### src/rtl/schmidl_cox_rx_if.sv
// Sample-in / status-out bundle for the Schmidl-Cox preamble detector.
// Handshake: a sample transfers on every rising clk edge where i_valid is high.
// There is no ready; the detector accepts every sample. All outputs are registered
// state of the detector and change only on clk edges.
interface schmidl_cox_rx_if #(
    parameter int WIDTH = 10,
    parameter int ACC_W = 27
);
    logic                    i_valid;
    logic signed [WIDTH-1:0] i_data;
    logic                    o_detect;
    logic [7:0]              o_peak_offset;
    logic signed [ACC_W-1:0] o_metric_p;
    logic                    o_busy;
    logic [1:0]              o_dbg_state;   // 0 FILL, 1 SEARCH, 2 PLATEAU, 3 HOLDOFF

    modport master (
        output i_valid, i_data,
        input  o_detect, o_peak_offset, o_metric_p, o_busy, o_dbg_state
    );
    modport slave (
        input  i_valid, i_data,
        output o_detect, o_peak_offset, o_metric_p, o_busy, o_dbg_state
    );
endinterface

### src/rtl/schmidl_cox_rx.sv
// Streaming Schmidl-Cox preamble detector.
// Stage 1: delay line shift + tap products, stage 2: sliding P/R accumulators,
// stage 3: threshold compare and plateau-tracking FSM. Detect rises 3 clk after
// the i_valid cycle of the sample that ends the plateau.
module schmidl_cox_rx #(
    parameter int WIDTH             = 10,
    parameter int PREAMBLE_HALF_LEN = 64,
    parameter int LOG2_L            = 6,
    parameter int THRESH_NUM        = 7,
    parameter int MIN_ENERGY        = 1024
) (
    input  logic            clk,
    input  logic            reset,
    schmidl_cox_rx_if.slave sc_if
);
    localparam int L      = PREAMBLE_HALF_LEN;
    localparam int DL_LEN = 2 * L;
    localparam int PW     = 2 * WIDTH;
    localparam int ACC_W  = 2 * WIDTH + LOG2_L + 1;
    localparam int CMP_W  = ACC_W + 4;
    localparam int CW     = LOG2_L + 1;

    localparam logic [1:0] S_FILL    = 2'd0;
    localparam logic [1:0] S_SEARCH  = 2'd1;
    localparam logic [1:0] S_PLATEAU = 2'd2;
    localparam logic [1:0] S_HOLDOFF = 2'd3;

    // FILL, PLATEAU and HOLDOFF all last at most 2L updates, so one counter serves all.
    localparam logic [CW-1:0]          CNT_LAST = CW'(DL_LEN - 1);
    localparam logic [CW-1:0]          CNT_ONE  = CW'(1);
    localparam logic [ACC_W-1:0]       MIN_E    = ACC_W'(MIN_ENERGY);
    localparam logic signed [CMP_W-1:0] THR     = CMP_W'(THRESH_NUM);

    function automatic logic signed [PW-1:0] sx(input logic signed [WIDTH-1:0] v);
        return {{WIDTH{v[WIDTH-1]}}, v};
    endfunction

    function automatic logic signed [ACC_W-1:0] acc_s(input logic signed [PW-1:0] v);
        return {{(ACC_W-PW){v[PW-1]}}, v};
    endfunction

    function automatic logic [ACC_W-1:0] acc_u(input logic [PW-1:0] v);
        return {{(ACC_W-PW){1'b0}}, v};
    endfunction

    // ---------------- stage 1: delay line and products ----------------
    logic signed [WIDTH-1:0] dl_q [DL_LEN];
    logic signed [WIDTH-1:0] tap_l, tap_2l;
    logic signed [PW-1:0]    p_new_d, p_old_d, p_new_q, p_old_q;
    logic [PW-1:0]           e_new_d, e_old_d, e_new_q, e_old_q;
    logic                    v1_q;

    // dl_q[k] holds x[n-1-k] while x[n] is on the input, so these are x[n-L] and x[n-2L].
    assign tap_l   = dl_q[L-1];
    assign tap_2l  = dl_q[DL_LEN-1];
    // The sample leaving the P window is rebuilt from the taps; no product history is kept.
    assign p_new_d = sx(sc_if.i_data) * sx(tap_l);
    assign p_old_d = sx(tap_l) * sx(tap_2l);
    assign e_new_d = $unsigned(sx(tap_l) * sx(tap_l));
    assign e_old_d = $unsigned(sx(tap_2l) * sx(tap_2l));

    // Shift the 2L-sample delay line on every valid sample.
    always_ff @(posedge clk) begin
        if (reset) begin
            for (int i = 0; i < DL_LEN; i++) dl_q[i] <= '0;
        end else if (sc_if.i_valid) begin
            dl_q[0] <= sc_if.i_data;
            for (int i = 1; i < DL_LEN; i++) dl_q[i] <= dl_q[i-1];
        end
    end

    // Register products and squares of the taps; v1_q marks a fresh set.
    always_ff @(posedge clk) begin
        if (reset) begin
            p_new_q <= '0;
            p_old_q <= '0;
            e_new_q <= '0;
            e_old_q <= '0;
            v1_q    <= 1'b0;
        end else begin
            v1_q <= sc_if.i_valid;
            if (sc_if.i_valid) begin
                p_new_q <= p_new_d;
                p_old_q <= p_old_d;
                e_new_q <= e_new_d;
                e_old_q <= e_old_d;
            end
        end
    end

    // ---------------- stage 2: sliding accumulators ----------------
    logic signed [ACC_W-1:0] p_q, p_d;
    logic [ACC_W-1:0]        r_q, r_d;
    logic                    v2_q;

    assign p_d = p_q + acc_s(p_new_q) - acc_s(p_old_q);
    assign r_d = r_q + acc_u(e_new_q) - acc_u(e_old_q);

    // Update P and R once per registered product set; v2_q tells stage 3 they moved.
    always_ff @(posedge clk) begin
        if (reset) begin
            p_q  <= '0;
            r_q  <= '0;
            v2_q <= 1'b0;
        end else begin
            v2_q <= v1_q;
            if (v1_q) begin
                p_q <= p_d;
                r_q <= r_d;
            end
        end
    end

    // ---------------- stage 3: compare and FSM ----------------
    logic signed [CMP_W-1:0] p_cmp, r_cmp;
    logic                    p_pos, r_gate, ratio_ok, hit;

    assign p_cmp    = {{(CMP_W-ACC_W){p_q[ACC_W-1]}}, p_q};
    assign r_cmp    = {{(CMP_W-ACC_W){1'b0}}, r_q};
    assign p_pos    = !p_q[ACC_W-1] && (p_q != '0);
    assign r_gate   = r_q > MIN_E;
    assign ratio_ok = (p_cmp <<< 3) >= (r_cmp * THR);
    assign hit      = p_pos && r_gate && ratio_ok;

    logic [1:0]              state_q, state_d;
    logic [CW-1:0]           cnt_q, cnt_d;
    logic signed [ACC_W-1:0] pk_val_q, pk_val_d;
    logic [7:0]              pk_cnt_q, pk_cnt_d, pk_cnt_inc;
    logic                    det_q, det_d;
    logic [7:0]              off_q, off_d;

    assign pk_cnt_inc = (pk_cnt_q == 8'hFF) ? 8'hFF : pk_cnt_q + 8'd1;

    // Next-state logic; everything holds unless stage 2 just produced a new P/R.
    always_comb begin
        state_d  = state_q;
        cnt_d    = cnt_q;
        pk_val_d = pk_val_q;
        pk_cnt_d = pk_cnt_q;
        det_d    = 1'b0;
        off_d    = off_q;
        if (v2_q) begin
            case (state_q)
                S_FILL: begin
                    if (cnt_q == CNT_LAST) begin
                        state_d = S_SEARCH;
                        cnt_d   = '0;
                    end else begin
                        cnt_d = cnt_q + CNT_ONE;
                    end
                end
                S_SEARCH: begin
                    if (hit) begin
                        state_d  = S_PLATEAU;
                        pk_val_d = p_q;
                        pk_cnt_d = '0;
                        cnt_d    = '0;
                    end
                end
                S_PLATEAU: begin
                    pk_cnt_d = pk_cnt_inc;
                    // Strictly greater: on a tie the earlier peak wins.
                    if (p_q > pk_val_q) begin
                        pk_val_d = p_q;
                        pk_cnt_d = '0;
                    end
                    if (!hit || cnt_q == CNT_LAST) begin
                        det_d   = 1'b1;
                        off_d   = pk_cnt_d;
                        state_d = S_HOLDOFF;
                        cnt_d   = '0;
                    end else begin
                        cnt_d = cnt_q + CNT_ONE;
                    end
                end
                default: begin
                    if (cnt_q == CNT_LAST) begin
                        state_d = S_SEARCH;
                        cnt_d   = '0;
                    end else begin
                        cnt_d = cnt_q + CNT_ONE;
                    end
                end
            endcase
        end
    end

    // FSM and output registers; reset drops any detect still in flight.
    always_ff @(posedge clk) begin
        if (reset) begin
            state_q  <= S_FILL;
            cnt_q    <= '0;
            pk_val_q <= '0;
            pk_cnt_q <= '0;
            det_q    <= 1'b0;
            off_q    <= '0;
        end else begin
            state_q  <= state_d;
            cnt_q    <= cnt_d;
            pk_val_q <= pk_val_d;
            pk_cnt_q <= pk_cnt_d;
            det_q    <= det_d;
            off_q    <= off_d;
        end
    end

    assign sc_if.o_detect      = det_q;
    assign sc_if.o_peak_offset = off_q;
    assign sc_if.o_metric_p    = p_q;
    assign sc_if.o_busy        = (state_q == S_PLATEAU) || (state_q == S_HOLDOFF);
    assign sc_if.o_dbg_state   = state_q;

endmodule

### src/flat_wrapper.sv
// flat-port wrapper written by rule: the top's interface ports become plain ports
module schmidl_cox_rx_flat 
#(
    parameter int WIDTH             = 10,
    parameter int PREAMBLE_HALF_LEN = 64,
    parameter int LOG2_L            = 6,
    parameter int THRESH_NUM        = 7,
    parameter int MIN_ENERGY        = 1024
)
  (clk, reset, sc_if_i_valid, sc_if_i_data, sc_if_o_detect, sc_if_o_peak_offset, sc_if_o_metric_p, sc_if_o_busy, sc_if_o_dbg_state);
  schmidl_cox_rx_if #(.WIDTH(WIDTH)) sc_if_i ();
  input  logic clk;
  input  logic reset;
  input wire logic [$bits(sc_if_i.i_valid)-1:0] sc_if_i_valid;
  input wire logic [$bits(sc_if_i.i_data)-1:0] sc_if_i_data;
  output wire logic [$bits(sc_if_i.o_detect)-1:0] sc_if_o_detect;
  output wire logic [$bits(sc_if_i.o_peak_offset)-1:0] sc_if_o_peak_offset;
  output wire logic [$bits(sc_if_i.o_metric_p)-1:0] sc_if_o_metric_p;
  output wire logic [$bits(sc_if_i.o_busy)-1:0] sc_if_o_busy;
  output wire logic [$bits(sc_if_i.o_dbg_state)-1:0] sc_if_o_dbg_state;
  assign sc_if_i.i_valid = sc_if_i_valid;
  assign sc_if_i.i_data = sc_if_i_data;
  assign sc_if_o_detect = sc_if_i.o_detect;
  assign sc_if_o_peak_offset = sc_if_i.o_peak_offset;
  assign sc_if_o_metric_p = sc_if_i.o_metric_p;
  assign sc_if_o_busy = sc_if_i.o_busy;
  assign sc_if_o_dbg_state = sc_if_i.o_dbg_state;
  schmidl_cox_rx #(.WIDTH(WIDTH), .PREAMBLE_HALF_LEN(PREAMBLE_HALF_LEN), .LOG2_L(LOG2_L), .THRESH_NUM(THRESH_NUM), .MIN_ENERGY(MIN_ENERGY)) u_core (.clk(clk), .reset(reset), .sc_if(sc_if_i));
endmodule
### config.mk
export PLATFORM = sky130hd
export DESIGN_NAME = schmidl_cox_rx_flat
export DESIGN_NICKNAME = d
export VERILOG_FILES = /design/src/rtl/schmidl_cox_rx_if.sv /design/src/rtl/schmidl_cox_rx.sv /design/src/flat_wrapper.sv
export SDC_FILE = /design/constraint.sdc
export NUM_CORES = 2
export LEC_CHECK = 0
export ABC_AREA = 1
export CAP_MARGIN = 0
export CORE_UTILIZATION = 60
export DETAILED_ROUTE_END_ITERATION = 6
export PLACE_DENSITY = 0.76
export SYNTH_ARGS = -nofsm -noshare
export SYNTH_HDL_FRONTEND = slang
export SYNTH_SLANG_ARGS = --single-unit
export TNS_END_PERCENT = 30
### constraint.sdc
create_clock -name clk -period 63 [get_ports clk]
set_clock_uncertainty 0.1 [all_clocks]
set_input_delay 9.45 -clock clk [delete_from_list [all_inputs] [get_ports clk]]
set_output_delay 9.45 -clock clk [all_outputs]
set_load 0.02 [all_outputs]
==> results.yml <==
worst_setup_path:
  reg2reg_depth: 17
  cp.required_ns: 63.29
  r2r_end: "u_core.p_old_q[19]"
  crit_start: "sc_if_i_valid"
  cp-end-kind: "flip-flop"
  worstReg2RegStart: "u_core.dl_q[31][33]"
  rrSetupSlack_ns: 57.03
  crit_arrival_ns: 15.45
  worst-path-max-fanout: 119
  startpoint_type: "primary input"
  crit_type: "primary input to flip-flop"
placed_design:
  dp.final_hpwl_um: 103000
  numPortBuffers: 51
  gp_congestion: 0.905
floorplanning:
  io_pins: 52
  dieWidth_um: 363
  core_area_um2: 128000
  initial_core_util_pct: 60.8
  rows: 131
  die_area_um2: 132000
  die_y_um: 363
clock_tree:
  htreeDepth: 4
  cts_sinks: 1467
  cts_resized: 0
  postCtsSetupBuffers: 0
  cts-hold-fix-buffers: 0
  cts-root-buf: "clkbuf_16"
  path_clk_slew_ns: 0.05
  cts_buffer_depth: 3
  cts_tree: "done"
  clk_latency_ns: 0.78
  cts_buffers: 151
synth:
  synth-simple-area-share_pct: 12.2
  synthArstFlopShare_pct: 0
  yosys.area_share.adder_pct: 16.4
  netlist_instances: 7854
  synth_edf_count: 1280
  yosysUniqueCellTypes: 55
  syn-num-nets: 8642
  ys_seq_area_share_pct: 54.0
  ys.flop_type: "edfxtp_1"
  avgSynthCellArea_um2: 9.94
  synthMuxAreaShare_pct: 0
  synth-xor-area-share_pct: 1.09
  synth_compound_area_share_pct: 4.38
  ys_seq_elements: 1467
  synth_top_family_by_area: "adder cells"
  netlist_area_um2: 78000
  yosys_warnings: 0
grt:
  grt_max_degree: 270
  grt_use_met2_pct: 38.1
  antenna_found_initial: 4
  grt.busiest_layer: "met2"
  grtUsageMet3_pct: 4.14
  track_usage_pct: 23.3
  met1_usage_pct: 31.6
  grt_pass1_wl_um: 244000
  grt_pass1_vias: 48600
  grt.overflow.total: 0
sta:
  period_needed_ns: 15.16
  finalSetupTns_ns: 0
  worst_slew_pin_slew_ns: 1.17
  finalHoldViolations: 0
  setup_violations: 0
  period_share_pct: 24.1
  fin_hold_ws_ns: 0.363
  finalMaxSlewViolations: 0
  slew_headroom_pct: 22.0
  fmax_mhz: 66.0
  rsz0062_at_grt: "no"
power_and_ir_drop:
  share_seq_of_total_power_pct: 40.1
  power_frac_comb_pct: 29.6
  p_sw_mw: 1.00
  clockPowerShare_pct: 30.4
  power_density_nw_per_um2: 35.0
  vdd_ir_drop_max_mv: 0.0304
  internal_power_mw: 1.98
  p_leak_nw: 39.3
  switching_share_pct: 33.6
route:
  routed_wl_um: 149000
  viasPerCell: 5.00
  num_vias: 48600
  drt_first_pass_iters: 5
  wire_per_inst_um: 15.4
  ant_nets: 0
  drcViolationCount: 0
  drt_iter0_markers: 3717
layout:
  n_antenna_cell: 0
  drive_above_1_share_pct: 3.88
  layout.nets: 8644
  syn2layout_area_growth_pct: 9.14
run_status:
  status: "complete, no violations"
flow_run:
  drv_cap: 0
min_path:
  hold_path_end: "u_core.e_new_q[16]"
  holdPathStages: 2
  worstHoldStart: "u_core.e_new_q[16]"
  hold_class: "flip-flop to flip-flop"
## layout by cell type, fill, tap and decap left out, types with 9 or more instances in the layout
| cell | instances |
|---|---|
| a21boi_0 | 9 |
| a21o_1 | 15 |
| a21oi_1 | 265 |
| a31oi_1 | 9 |
| buf_4 | 43 |
| bufinv_16 | 15 |
| clkbuf_1 | 34 |
| clkbuf_16 | 155 |
| clkdlybuf4s50_1 | 50 |
| clkinv_1 | 24 |
| clkinv_2 | 23 |
| dfxtp_1 | 187 |
| edfxtp_1 | 1280 |
| fa_1 | 414 |
| ha_1 | 361 |
| inv_1 | 2204 |
| nand2_1 | 748 |
| nand3_1 | 79 |
| nand4_1 | 37 |
| nor2_1 | 1510 |
| nor3_1 | 32 |
| o211ai_1 | 18 |
| o21ai_0 | 206 |
| o21ai_1 | 12 |
| o21bai_1 | 17 |
| o22ai_1 | 15 |
| or2_2 | 13 |
| xnor2_1 | 50 |
| xor2_1 | 47 |
## synth_stat cells (5+ instances only)
| library cell | n | area (µm²) |
|---|---|---|
| inv_1 | 2207 | 8280 |
| nor2_1 | 1511 | 5670 |
| edfxtp_1 | 1280 | 38400 |
| nand2_1 | 749 | 2810 |
| fa_1 | 414 | 8290 |
| ha_1 | 361 | 4520 |
| a21oi_1 | 265 | 1330 |
| clkbuf_1 | 222 | 833 |
| o21ai_0 | 206 | 1030 |
| dfxtp_1 | 187 | 3740 |
| nand3_1 | 79 | 395 |
| xnor2_1 | 50 | 438 |
| xor2_1 | 47 | 412 |
| nand4_1 | 37 | 231 |
| nor3_1 | 32 | 160 |
| o211ai_1 | 18 | 135 |
| o21bai_1 | 17 | 128 |
| a21o_1 | 15 | 113 |
| buf_1 | 15 | 56.3 |
| o22ai_1 | 15 | 93.8 |
| or2_2 | 13 | 81.3 |
| o21ai_1 | 12 | 60.1 |
| a21boi_0 | 9 | 67.6 |
| a31oi_1 | 9 | 56.3 |
| a211oi_1 | 8 | 60.1 |
| a22o_1 | 6 | 52.6 |
| nor4_1 | 6 | 37.5 |
| o21a_1 | 6 | 45.0 |
| nand2_2 | 5 | 31.3 |
## stage by stage
stage	power (mW)	utilization, %	instance area (µm²)	worst slack [ns]	instances
final	2.98	66.4	85200	47.84	9711
after global routing	3.16	66.4	85200	47.33	9711
after CTS	3.00	66.4	85200	47.75	9711
after detailed placement	2.09	62.4	80100	46.92	9432
after global placement	2.07	62.4	80100	47.04	9432
after floorplan	1.90	-	78000	16.24	7854
## cell type report
| type | count | area [µm²] |
|---|---|---|
| sequential | 1467 | 42200 |
| fill | 9854 | 43200 |
| timing repair buffer | 96 | 878 |
| tap | 1729 | 2160 |
| clock buffer | 197 | 4120 |
| multi-input combinational | 3929 | 26600 |
| clock inverter | 82 | 926 |
| inverter | 2211 | 8310 |
## power groups by stage
stage                     logic (mW)  registers [mW]  clock network [mW]
after floorplan                0.647            1.25                   0
after global placement         0.859            1.21                   0
after detailed placement       0.873            1.21                   0
after CTS                      0.882            1.19               0.923
after global routing            1.00            1.20               0.958
final                          0.881            1.19               0.906
## cells by family after synthesis
kind of cell,count (synthesis)
DFF,1467
xor gates and xnor gates,97
buffers and inverters,2458
and+or+nand+nor,2443
adders and majority gates,775
AOI/OAI and AO/OA,614
## routing by layer
layer	routed length, µm	up-vias
li1	-	23900
met1	65600	23500
met2	71600	945
met3	7750	261
met4	4360	6
met5	41	-
## state kept, by name, summed over array words and instances, names as in the netlist, 2 cells and up
signal,flops
u_core.sc_if.o_metric_p,27
u_core.p_old_q,20
u_core.cnt_q,7
u_core.sc_if.o_dbg_state,2
u_core.p_new_q,20
u_core.r_q,27
u_core.pk_cnt_q,8
u_core.sc_if.o_peak_offset,8
u_core.e_old_q,19
u_core.dl_q,1280
u_core.e_new_q,19
u_core.pk_val_q,27
## critical path: stages
cell	delay [ns]
clkdlybuf4s50_1	0.58
nor2_4	0.24
inv_8	0.64
buf_4	0.83
buf_4	0.92
buf_4	0.90
buf_4	0.94
buf_4	0.80
## worst max path at each step
stage / slack, ns / end
floorplan: 16.24 / u_core.dl_q[0][0]
global placement: 47.04 / u_core.dl_q[5][22]
detailed placement: 46.92 / u_core.dl_q[10][24]
CTS: 47.75 / u_core.dl_q[10][31]
global route: 47.33 / u_core.dl_q[11][17]
finish: 47.84 / u_core.dl_q[10][29]
Power figures use the tool's default switching activity.
